File: config.mk
export PLATFORM = sky130hd
export DESIGN_NAME = gray_fifo_ctrl
export DESIGN_NICKNAME = d
export VERILOG_FILES = /design/src/rtl/gray_fifo_ctrl_pkg.sv /design/src/rtl/gray_fifo_ctrl_gray_counter.sv /design/src/rtl/gray_fifo_ctrl.sv
export SDC_FILE = /design/constraint.sdc
export NUM_CORES = 1
export LEC_CHECK = 0
export BUFFER_PORTS_ARGS = -buffer_cell sky130_fd_sc_hd__buf_4
export CORE_MARGIN = 4
export CORE_UTILIZATION = 49
export CTS_BUF_LIST = sky130_fd_sc_hd__clkbuf_8
export DETAILED_ROUTE_END_ITERATION = 8
export GPL_ROUTABILITY_DRIVEN = 1
export HOLD_SLACK_MARGIN = 0.06
export PLACE_DENSITY_LB_ADDON = 0.08
export SKIP_CTS_REPAIR_TIMING = 1
export SLEW_MARGIN = 20
export SYNTH_ARGS = -nofsm -noshare
export SYNTH_HDL_FRONTEND = slang
export SYNTH_HIERARCHICAL = 1
export SYNTH_SLANG_ARGS = --single-unit
File: constraint.sdc
create_clock -name clk -period 2.74 [get_ports clk]
set_input_delay 0.274 -clock clk [delete_from_list [all_inputs] [get_ports clk]]
set_output_delay 0.274 -clock clk [all_outputs]
set_load 0.005 [all_outputs]
File: src/rtl/gray_fifo_ctrl_pkg.sv
// Shared constants for the gray-pointer FIFO controller.
package gray_fifo_ctrl_pkg;

    // Default address width (depth 16); pointers carry one extra wrap bit.
    localparam int GFC_W_DEFAULT = 4;

endpackage

File: src/rtl/gray_fifo_ctrl_gray_counter.sv
// Gray-code pointer counter: binary shadow register plus a registered gray
// copy, so the exported gray value comes straight from flops and changes by
// exactly one bit per advance.
module gray_counter
    import gray_fifo_ctrl_pkg::*;
#(
    parameter int N = GFC_W_DEFAULT + 1
) (
    input  logic         clk,
    input  logic         areset,
    input  logic         ena,
    output logic [N-1:0] gray
);

    logic [N-1:0] bin;
    logic [N-1:0] bin_nxt;

    assign bin_nxt = bin + {{(N-1){1'b0}}, 1'b1};

    // Advance binary and gray together; natural wrap of the binary count
    // takes gray from 1000..0 back to 0.
    always_ff @(posedge clk or posedge areset) begin
        if (areset) begin
            bin  <= '0;
            gray <= '0;
        end else if (ena) begin
            bin  <= bin_nxt;
            gray <= bin_nxt ^ (bin_nxt >> 1);
        end
    end

endmodule

File: src/rtl/gray_fifo_ctrl.sv
// Single-clock FIFO pointer controller. Gates producer/consumer requests into
// RAM enables and addresses, and derives full/empty/usedw from the registered
// gray pointers (no look-ahead). Gray pointers are exported unchanged.
module gray_fifo_ctrl
    import gray_fifo_ctrl_pkg::*;
#(
    parameter int W = GFC_W_DEFAULT
) (
    input  logic         clk,
    input  logic         areset_n,
    input  logic         wr_req,
    input  logic         rd_req,
    output logic         wr_en,
    output logic [W-1:0] wr_addr,
    output logic         rd_en,
    output logic [W-1:0] rd_addr,
    output logic         full,
    output logic         empty,
    output logic [W:0]   usedw,
    output logic         overflow,
    output logic         underflow,
    output logic [W:0]   wr_ptr_gray,
    output logic [W:0]   rd_ptr_gray
);

    function automatic logic [W:0] gray2bin(input logic [W:0] g);
        logic [W:0] b;
        b[W] = g[W];
        for (int i = W - 1; i >= 0; i--) begin
            b[i] = b[i+1] ^ g[i];
        end
        return b;
    endfunction

    logic       areset;
    logic [W:0] wr_bin;
    logic [W:0] rd_bin;

    assign areset = ~areset_n;

    gray_counter #(.N(W + 1)) u_wr_ptr (
        .clk    (clk),
        .areset (areset),
        .ena    (wr_en),
        .gray   (wr_ptr_gray)
    );

    gray_counter #(.N(W + 1)) u_rd_ptr (
        .clk    (clk),
        .areset (areset),
        .ena    (rd_en),
        .gray   (rd_ptr_gray)
    );

    assign wr_bin  = gray2bin(wr_ptr_gray);
    assign rd_bin  = gray2bin(rd_ptr_gray);
    assign wr_addr = wr_bin[W-1:0];
    assign rd_addr = rd_bin[W-1:0];

    // Equal pointers mean empty; full when write leads by exactly one lap,
    // which in gray code flips the top two bits and keeps the rest.
    assign empty = (wr_ptr_gray == rd_ptr_gray);
    assign full  = (wr_ptr_gray == {~rd_ptr_gray[W:W-1], rd_ptr_gray[W-2:0]});
    assign usedw = wr_bin - rd_bin;

    assign wr_en = wr_req & ~full;
    assign rd_en = rd_req & ~empty;

    // One-cycle pulses flagging requests dropped at the boundaries.
    always_ff @(posedge clk or negedge areset_n) begin
        if (!areset_n) begin
            overflow  <= 1'b0;
            underflow <= 1'b0;
        end else begin
            overflow  <= wr_req & full;
            underflow <= rd_req & empty;
        end
    end

endmodule

### Word level (Yosys, flattened, before mapping)

Cells that the tools add are included.

| word-level totals | value |
|---|---|
| input port bits | 4 |
| word-level logic and storage cells | 28 |
| register bits | 22 |

| operators by class | value |
|---|---|
| add/sub/neg operators | 3 |
| bitwise operators | 17 |
| eq/ne operators | 2 |

Operator list:

| operator | count |
|---|---|
| $add A5 B1 Y5 const B | 2 |
| $eq A5 B5 Y1 | 2 |
| $xor A5 B4 Y5 | 2 |
| $xor A1 B1 Y1 | 8 |
| $sub A5 B5 Y5 | 1 |
| $and A1 B1 Y1 | 4 |
| $not A1 Y1 | 2 |
| $not A2 Y2 | 1 |

### Logic depth before layout (Yosys ltp)

Gate-level depths: netlist (run 1).

| logic depth | value |
|---|---|
| depth in word-level cells | 5 |
| depth in mapped cells | 10 |

### Modules after synthesis

The synthesis (run 1) kept the hierarchy.

By module, submodules not included:

| module | times used | area each (sq um) | cells each | sequential area each (sq um) |
|---|---|---|---|---|
| gray_counter | 2 | 464.2 | 40 | 225.2 |
| gray_fifo_ctrl | 1 | 410.4 | 47 | 50.0 |

### Least setup slack after synthesis (run 1)

No wires, ideal clock.

| timing path | value |
|---|---|
| kind | register -> output |
| start point | reg u_rd_ptr.gray[4] |
| end point | out usedw[4] |
| cell stages (with the launch flop) | 11 |
| arrival time | 2.440 ns |
| required time | 2.466 ns |
| path buffers | 1 |
| slack | 0.026 ns |
| cells stage by stage | dfrtp_1 -> buf_4 -> xnor3_2 -> xor2_1 -> xnor2_1 -> ha_1 -> fa_1 -> inv_1 -> maj3_2 -> a21oi_2 -> xnor2_1 |

| on the way | value |
|---|---|
| cells in the longest elaborated chain, start to end | 5 |

Ends and longest elaborated chain:

| element | line | text |
|---|---|---|
| from (decl) | gray_fifo_ctrl_gray_counter.sv:12 | `output logic [N-1:0] gray` |
| from (signal assigned) | gray_fifo_ctrl_gray_counter.sv:28 | `gray <= bin_nxt ^ (bin_nxt >> 1);` |
| $xor A1 B1 Y1 (4 in a row) | gray_fifo_ctrl.sv:30 | `b[i] = b[i+1] ^ g[i];` |
| named net rd_addr[0] | gray_fifo_ctrl.sv:16 | `output logic [W-1:0] rd_addr,` |
| $sub A5 B5 Y5 | gray_fifo_ctrl.sv:64 | `assign usedw = wr_bin - rd_bin;` |
| to (decl) | gray_fifo_ctrl.sv:19 | `output logic [W:0] usedw,` |

The timed path passes the listed nets, and every way through them passes these cells.

### Worst setup path in the final report (run 1)

| timing path | value |
|---|---|
| start point | reg u_wr_ptr.gray[3] |
| end point | out usedw[4] |

| on the way | value |
|---|---|
| cells in the longest elaborated chain, start to end | 5 |

Ends and longest elaborated chain:

| element | line |
|---|---|
| from (decl) | gray_fifo_ctrl_gray_counter.sv:12 |
| from (signal assigned) | gray_fifo_ctrl_gray_counter.sv:28 |
| $xor A1 B1 Y1 (*) | gray_fifo_ctrl.sv:30 |
| $xor A1 B1 Y1 (3 in a row) | gray_fifo_ctrl.sv:30 |
| $sub A5 B5 Y5 (*) | gray_fifo_ctrl.sv:64 |

Mark *: on every way between the ends. The rest lies on a longest branch, timed or not.

==> out/qor.txt, run 1 <==
Syn Std Cell Area: 1340 um^2
Initial antenna violation count: 0
WHS Path Cells: 2
Number of remaining DRC errors: 0
Syn_area_per_cell: 10.5 um^2
Avg WL per Cell: 13.1 um
Commonest register cell after synthesis: dfrtp_1
Failing checks: setup timing
CP Launch Type: flip-flop
R2R cell count: 5
WL final: 2.64 mm
Clk_lat worst skew: 0.25 ns
Area share of the leading cell type in the synthesized netlist: 37.4%
Register area: 500 um^2
Synth area leader: dfrtp_1
Design area: 1760 um^2
Synth top area cells: dfrtp_1 (37%), xnor2_1 (14%), mux2_2 (6.7%)
Area growth, synth to finish: 31.4%
DRT iter0 DRCs: 33
Via count: 996
Fin crit period: 2.92 ns
Endpoint kind of the worst setup timing path: output pin
Final hold violation count: 0
Worst hold endpoint: overflow$_DFF_PN0_
Final Max Slew Viols: 0
Vias in the first global route: 962
Gate Count Post-Synth: 127
Area of the multi-input gates: 795 um^2
Layout Nets: 183
Post-DR vias/cell: 4.96
Non-Filler Instances: 201
Pre-antenna DRT Iters: 4
Count leader, synth: xnor2_1
Clock Tree Buf Depth: 2
Worst R2R End: u_wr_ptr/gray[1]$_DFFE_PP0P_
RePlAce Congestion: 0.824
Remaining Overflow, GRT: 0
Placed cells: 195
Total CTS buffers: 3
CP Class: reg2out
Skew final: 0.00243 ns
Overall routing resource usage: 16.1%
Fraction of layout cells with a size suffix above 1: 37.4%
Ys async rst share: 100%
Flop-to-flop setup slack: 0.56 ns
Row count: 18
CP Data Arrival Time: 2.65 ns
Fmax: 342 MHz
Die area: 3630 um^2
Global-route wire length before repair: 4.28 mm
Max Cap Viol: 0
Seq/Total Area, Yosys: 37.4%
Synth top cells by count: xnor2_1 (22), dfrtp_1 (20), inv_1 (12)
Crit path max fanout: 2
Seq cells post-synth: 20
Yosys cell types: 29
CTS tree: done
Clock-pin slew on the worst setup and hold paths: 0.07 ns
I/O pins: 33
Dpl hpwl: 2.10 mm
Starting Density: 52.6%
Run status: finished with violations
Die Span Y: 60.3 um
YS warnings: 6
EDFF count, synth: 0
Largest net degree at the start of global routing: 12
Core area: 2540 um^2
Unrepaired setup endpoints after global routing: true
Placed Instance Area: 1670 um^2
Clk sinks: 20
Min-delay src: wr_req
Final worst-path cycle share: 107%
Clk root buf: clkbuf_8
Synthesized net count: 137
Reg-to-reg startpoint: u_rd_ptr/gray[4]$_DFFE_PP0P_
Hold Crit Class: in2reg
Port buffer count: 32
Setup ws final: -0.180 ns
Slew @ Worst Pin: 0.848 ns
Antenna diode count: 0
Slew HR: 43.3%
CP Data Required Time: 2.47 ns
DIE WIDTH: 60.3 um
H-tree depth: 1
Filler cell count in the final layout: 202
Remaining antenna violation count: 0
Min Hold Slack: 0.231 ns
Final setup violating endpoints: 1
worst max-delay path: stages (launching register included):
cell	delay [ns]
dfrtp_1	0.35
xor3_2	0.50
xnor2_4	0.21
xor2_2	0.17
ha_2	0.22
fa_2	0.23
inv_2	0.03
maj3_2	0.29
a21oi_2	0.13
xnor2_1	0.13
buf_4	0.13
stage by stage:
stage | setup WS, ns | utilization, % | TNS, ns
final | -0.180 | 69.1 | -0.180
after detailed placement | 0.0546 | 65.6 | 0
after CTS | -0.229 | 67.2 | -0.229
after global placement | 0.149 | 65.6 | 0
after floorplan | 0.0262 | - | 0
after global routing | -0.319 | 69.1 | -0.319
worst max-delay path by stage:
stage | slack [ns] | depth (start not counted) | start | to
2_1_floorplan | 0.03 | 10 | u_rd_ptr/gray[4]$_DFFE_PP0P_ | usedw[4]
3_3_place_gp | 0.15 | 10 | u_wr_ptr/gray[4]$_DFFE_PP0P_ | usedw[4]
3_5_place_dp | 0.05 | 10 | u_wr_ptr/gray[2]$_DFFE_PP0P_ | usedw[4]
4_1_cts | -0.23 | 10 | u_wr_ptr/gray[2]$_DFFE_PP0P_ | usedw[4]
5_1_grt | -0.32 | 10 | u_rd_ptr/gray[4]$_DFFE_PP0P_ | usedw[4]
6_report | -0.18 | 10 | u_wr_ptr/gray[3]$_DFFE_PP0P_ | usedw[4]
registers in the layout, summed over array words and instances (netlist names):
name / cells
overflow: 1
u_wr_ptr/gray: 5
u_wr_ptr/bin: 4
underflow: 1
u_rd_ptr/bin: 4
u_rd_ptr/gray: 5
per-layer routing:
| metal | vias up | wire (um) | GRT usage (%) |
|---|---|---|---|
| met5 | - | 0 | 0 |
| met4 | 0 | 33 | 5.70 |
| met3 | 4 | 216 | 3.89 |
| met2 | 33 | 1160 | 26.2 |
| met1 | 458 | 1230 | 20.7 |
| li1 | 501 | - | - |
layout make-up:
cell class | instances | area share, %
inverters | 12 | 2.56
repair buffers | 45 | 19.3
multi-input cells | 91 | 45.2
flip-flops and latches | 20 | 28.4
clock buffers | 3 | 2.35
well taps | 30 | 2.13
cells by family (layout without fill, tap and decap cells):
| logic type | after synthesis | count (layout) | synth area share [%] |
|---|---|---|---|
| simple gates | 35 | 35 | 14.9 |
| xor+xnor | 34 | 34 | 25.1 |
| flops | 20 | 20 | 37.4 |
| buf+inv | 16 | 60 | 5.05 |
| mux | 8 | 8 | 6.73 |
| fa+ha+maj | 7 | 7 | 7.01 |
| compound gates | 7 | 7 | 3.83 |
cells in the final DEF (no fill, tap or decap), types with 5 or more instances in the layout:
| cell type | count |
|---|---|
| nor2b_1 | 5 |
| xnor2_1 | 22 |
| and2_1 | 6 |
| dfrtp_1 | 20 |
| mux2_2 | 8 |
| nand2_1 | 6 |
| inv_1 | 11 |
| buf_4 | 44 |
| xor2_1 | 8 |
Power of run 1 is not shown: default switching activity piles up to over one toggle a cycle in this logic, so the estimate is an artifact.
==> run 2, diff against run 1 <==
Settings changed: CORE_UTILIZATION 49 to 55.
Clock period 2.74 ns to 3.1 ns, I/O delays scaled along.
==> out/qor.txt, run 2 (synthesis gave the netlist of run 1 again) <==
Starting Density: 59.4% (+6.8 points)
WHS Path Cells: 2 (unchanged)
Placed cells: 186 (-4.6%)
Row count: 17 (-1)
Area growth, synth to finish: 33.9%
Slew HR: 43.0% (-0.35 points)
CP Launch Type: flip-flop
Reg-to-reg startpoint: u_rd_ptr/gray[4]$_DFFE_PP0P_
Dpl hpwl: 2.16 mm (+2.8%)
Slew @ Worst Pin: 0.853 ns (+0.00528 ns)
Number of remaining DRC errors: 0 (unchanged)
Worst R2R End: u_wr_ptr/gray[2]$_DFFE_PP0P_
Pre-antenna DRT Iters: 4 (unchanged)
Run status: completed
Most common cell after layout, fill and taps aside: buf_4
Remaining Overflow, GRT: 0 (unchanged)
Global-route wire length before repair: 4.53 mm (+5.8%)
Die Span Y: 57.3 um (-4.9%)
Clk sinks: 20 (unchanged)
RePlAce Congestion: 0.821 (-0.36%)
Layout Nets: 184 (+0.55%)
CP Data Arrival Time: 2.77 ns (+0.12 ns)
Clk_lat worst skew: 0.25 ns (about the same)
Min Hold Slack: 0.291 ns (+0.0600 ns)
Post-DR vias/cell: 5.18 (+4.5%)
Setup TNS: 0 ns (+0.180 ns)
CTS tree: done
Die area: 3290 um^2 (-9.5%)
Clk root buf: clkbuf_8
CP Class: reg2out
Flop-to-flop setup slack: 0.88 ns (+0.32 ns)
H-tree depth: 1 (unchanged)
Min-delay src: rd_req
Non-Filler Instances: 200 (-0.50%)
Port buffer count: 32 (unchanged)
WL final: 3.11 mm (+18%)
Final hold violation count: 0 (unchanged)
Vias in the first global route: 999 (+3.8%)
Top flop regs: u_rd_ptr/gray: 5 flops, u_wr_ptr/gray: 5 flops
CP Data Required Time: 2.79 ns (+0.32 ns)
Largest net degree at the start of global routing: 12 (unchanged)
Total CTS buffers: 3 (unchanged)
Final Max Slew Viols: 0 (unchanged)
Final worst-path cycle share: 99.2%
Fraction of layout cells with a size suffix above 1: 39.5% (+2.1 points)
Antenna diode count: 0 (unchanged)
DRT iter0 DRCs: 23 (-30%)
Clock-pin slew on the worst setup and hold paths: 0.07 ns (about the same)
Via count: 1036 (+4.0%)
Remaining antenna violation count: 0 (unchanged)
I/O pins: 33 (unchanged)
DIE WIDTH: 57.3 um (-4.9%)
Endpoint kind of the worst setup timing path: output pin
Commonest cells after routing, fill and taps aside: buf_4 (45), xnor2_1 (21), dfrtp_1 (18), inv_1 (12), mux2_2 (8)
Avg WL per Cell: 15.5 um (+18%)
Final setup violating endpoints: 0 (-1)
Clock Tree Buf Depth: 2 (unchanged)
Fin crit period: 3.08 ns
Initial antenna violation count: 0 (unchanged)
Fmax: 325 MHz
Worst hold endpoint: underflow$_DFF_PN0_
Overall routing resource usage: 17.4% (+1.3 points)
Hold Crit Class: in2reg
Core area: 2250 um^2 (-11%)
Crit path max fanout: 4 (+2)
Skew final: 0.00769 ns (+0.00527 ns)
R2R cell count: 5 (unchanged)
Max Cap Viol: 0 (unchanged)
## run 2: cell types whose count changed in the layout (fill, tap and decap cells not counted), sizes merged
cell / change
buf: +1
## run 2: area by class of cell
type	instances	area (um^2)
Tap cell	28	35.0
Inverter	12	45.0
Fill cell	156	462
Sequential cell	20	503
Clock buffer	3	41.3
Timing Repair Buffer	46	348
Multi-Input combinational cell	91	821
## run 2: critical path: stages (launching register included)
cell     delay, ns
dfrtp_2       0.38
xor3_2        0.52
xnor2_4       0.24
xor2_2        0.20
ha_2          0.23
fa_2          0.21
inv_1         0.05
maj3_2        0.30
a21oi_2       0.14
xnor2_1       0.12
buf_4         0.12
## run 2: how the worst max path moves through the flow
stage                                             from  endpoint  cells after the start
after floorplan           u_rd_ptr/gray[4]$_DFFE_PP0P_  usedw[4]                     10
after global placement    u_wr_ptr/gray[2]$_DFFE_PP0P_  usedw[4]                     10
after detailed placement  u_wr_ptr/gray[2]$_DFFE_PP0P_  usedw[4]                     10
after CTS                 u_rd_ptr/gray[3]$_DFFE_PP0P_  usedw[4]                     10
after global routing      u_wr_ptr/gray[3]$_DFFE_PP0P_  usedw[4]                     10
final                     u_wr_ptr/gray[3]$_DFFE_PP0P_  usedw[4]                     10
## run 2: per-stage QoR
step	instance area (um^2)	utilization (%)	setup slack [ns]
3_5_place_dp	1610	71.6	0.191
2_1_floorplan	1340	-	0.350
3_3_place_gp	1610	71.6	0.313
5_1_grt	1790	79.5	-0.0759
4_1_cts	1660	73.4	-0.0846
6_report	1790	79.5	0.0234
## run 2: layer usage
layer  share of wire (%)  global-route usage [%]  vias up
met3                 5.5                    4.30        2
met2                  48                    28.1       36
met1                  47                    24.0      498
li1                    -                       -      500
met5                   0                       0        -
met4                0.39                    2.98        0
Power of run 2 is left out for the same reason.
==> run 3, diff against run 2 <==
Settings changed: CORE_UTILIZATION 55 to 49.
Clock period 3.1 ns to 2.6 ns, I/O delays scaled along.
==> out/qor.txt, run 3 (synthesis gave the netlist of run 1 again) <==
DIE WIDTH: 60.3 um (+5.1%)
CP Launch Type: flip-flop
Starting Density: 52.6% (-6.8 points)
Remaining antenna violation count: 0 (unchanged)
DRT iter0 DRCs: 23 (unchanged)
Dpl hpwl: 2.11 mm (-2.2%)
WL final: 2.77 mm (-11%)
Reg-to-reg startpoint: u_rd_ptr/gray[4]$_DFFE_PP0P_
R2R cell count: 6 (+1)
Row count: 18 (+1)
Max Cap Viol: 0 (unchanged)
Area growth, synth to finish: 35.9%
Fin crit period: 2.95 ns
Clk sinks: 20 (unchanged)
Slew HR: 34.5% (-8.5 points)
Most common cell after layout, fill and taps aside: buf_4
Number of remaining DRC errors: 0 (unchanged)
I/O pins: 33 (unchanged)
Largest net degree at the start of global routing: 13 (+1)
Top flop regs: u_rd_ptr/gray: 5 flops, u_wr_ptr/gray: 5 flops
RePlAce Congestion: 0.811 (-1.3%)
Final hold violation count: 0 (unchanged)
Flop-to-flop setup slack: 0.44 ns (-0.44 ns)
CTS tree: done
Area of the multi-input gates: 806 um^2 (-1.8%)
Min-delay src: rd_req
Final setup violating endpoints: 4 (+4)
Endpoint kind of the worst setup timing path: output pin
WHS Path Cells: 2 (unchanged)
Min Hold Slack: 0.210 ns (-0.0806 ns)
Overall routing resource usage: 16.4% (-0.97 points)
Vias in the first global route: 987 (-1.2%)
Layout Nets: 185 (+0.54%)
Crit path max fanout: 2 (-2)
Run status: finished with violations
Pre-antenna DRT Iters: 4 (unchanged)
Commonest cells after routing, fill and taps aside: buf_4 (45), xnor2_1 (20), dfrtp_1 (20), inv_1 (10)
Filler cell count in the final layout: 197 (+26%)
H-tree depth: 1 (unchanged)
CP Data Required Time: 2.34 ns (-0.45 ns)
Failing checks: setup timing
CP Data Arrival Time: 2.69 ns (-0.08 ns)
Clk_lat worst skew: 0.26 ns (about the same)
Port buffer count: 32 (unchanged)
Core area: 2540 um^2 (+13%)
Design area: 1820 um^2 (+1.5%)
Initial antenna violation count: 0 (unchanged)
Global-route wire length before repair: 4.41 mm (-2.6%)
Avg WL per Cell: 13.6 um (-13%)
Fraction of layout cells with a size suffix above 1: 41.4% (+1.8 points)
Placed Instance Area: 1690 um^2 (+4.8%)
Remaining Overflow, GRT: 0 (unchanged)
Setup ws final: -0.352 ns (-0.375 ns)
Clk root buf: clkbuf_8
Clock Tree Buf Depth: 2 (unchanged)
Die Span Y: 60.3 um (+5.1%)
Final worst-path cycle share: 114%
Fmax: 339 MHz
Worst hold endpoint: underflow$_DFF_PN0_
Unrepaired setup endpoints after global routing: true
CP Class: reg2out
Antenna diode count: 0 (unchanged)
Clock-pin slew on the worst setup and hold paths: 0.08 ns (about the same)
Worst R2R End: u_rd_ptr/gray[2]$_DFFE_PP0P_
Skew final: 0.00168 ns (-0.00601 ns)
Slew @ Worst Pin: 0.981 ns (+0.127 ns)
Die area: 3630 um^2 (+11%)
Via count: 1028 (-0.77%)
Hold Crit Class: in2reg
Register area: 500 um^2 (-0.50%)
Post-DR vias/cell: 5.04 (-2.7%)
Final Max Slew Viols: 0 (unchanged)
Total CTS buffers: 3 (unchanged)
==> run 3: changes by cell type in the layout (fill, tap and decap cells not counted), sizes merged <==
cell	delta
bufinv	+1
buf	+1
==> run 3: final cells by class <==
type                            count  area share, %
Multi-Input combinational cell     91           44.3
Sequential cell                    20           27.5
Timing Repair Buffer               47           19.7
Inverter                           12           2.48
Clock buffer                        3           2.27
Tap cell                           30           2.06
Clock inverter                      1           1.65
==> run 3: critical path, cell delays in order, from the launching register on <==
cell     delay [ns]
dfrtp_1        0.36
xor3_2         0.47
xnor2_2        0.18
xor2_1         0.23
ha_2           0.25
fa_2           0.22
inv_2          0.03
maj3_2         0.29
a21oi_2        0.14
xnor2_1        0.13
buf_4          0.13
==> run 3: per-layer routing <==
| metal | share of wire, % | GRT usage [%] |
|---|---|---|
| met1 | 44 | 20.6 |
| met2 | 47 | 27.6 |
| met3 | 7.3 | 5.18 |
| met4 | 1.2 | 3.16 |
| met5 | 0 | 0 |
==> run 3: worst max path at each step <==
stage,cells past startpoint,startpoint,to,slack [ns]
final,10,u_wr_ptr/gray[4]$_DFFE_PP0P_,usedw[4],-0.35
after global routing,10,u_wr_ptr/gray[4]$_DFFE_PP0P_,usedw[4],-0.44
after CTS,10,u_wr_ptr/gray[3]$_DFFE_PP0P_,usedw[4],-0.39
after detailed placement,10,u_wr_ptr/gray[3]$_DFFE_PP0P_,usedw[4],-0.08
after global placement,10,u_wr_ptr/gray[3]$_DFFE_PP0P_,usedw[4],0.01
after floorplan,9,u_wr_ptr/gray[2]$_DFFE_PP0P_,usedw[4],-0.03
==> run 3: stage by stage <==
| stage | util [%] | cells | setup WS [ns] | setup TNS (ns) |
|---|---|---|---|---|
| after floorplan | - | 127 | -0.0328 | -0.0328 |
| after global placement | 66.5 | 196 | 0.0113 | 0 |
| after detailed placement | 66.5 | 196 | -0.0752 | -0.0752 |
| after CTS | 69.3 | 200 | -0.391 | -0.587 |
| after global routing | 71.5 | 204 | -0.442 | -1.02 |
| final | 71.5 | 204 | -0.352 | -0.676 |
Power of run 3 is left out for the same reason.
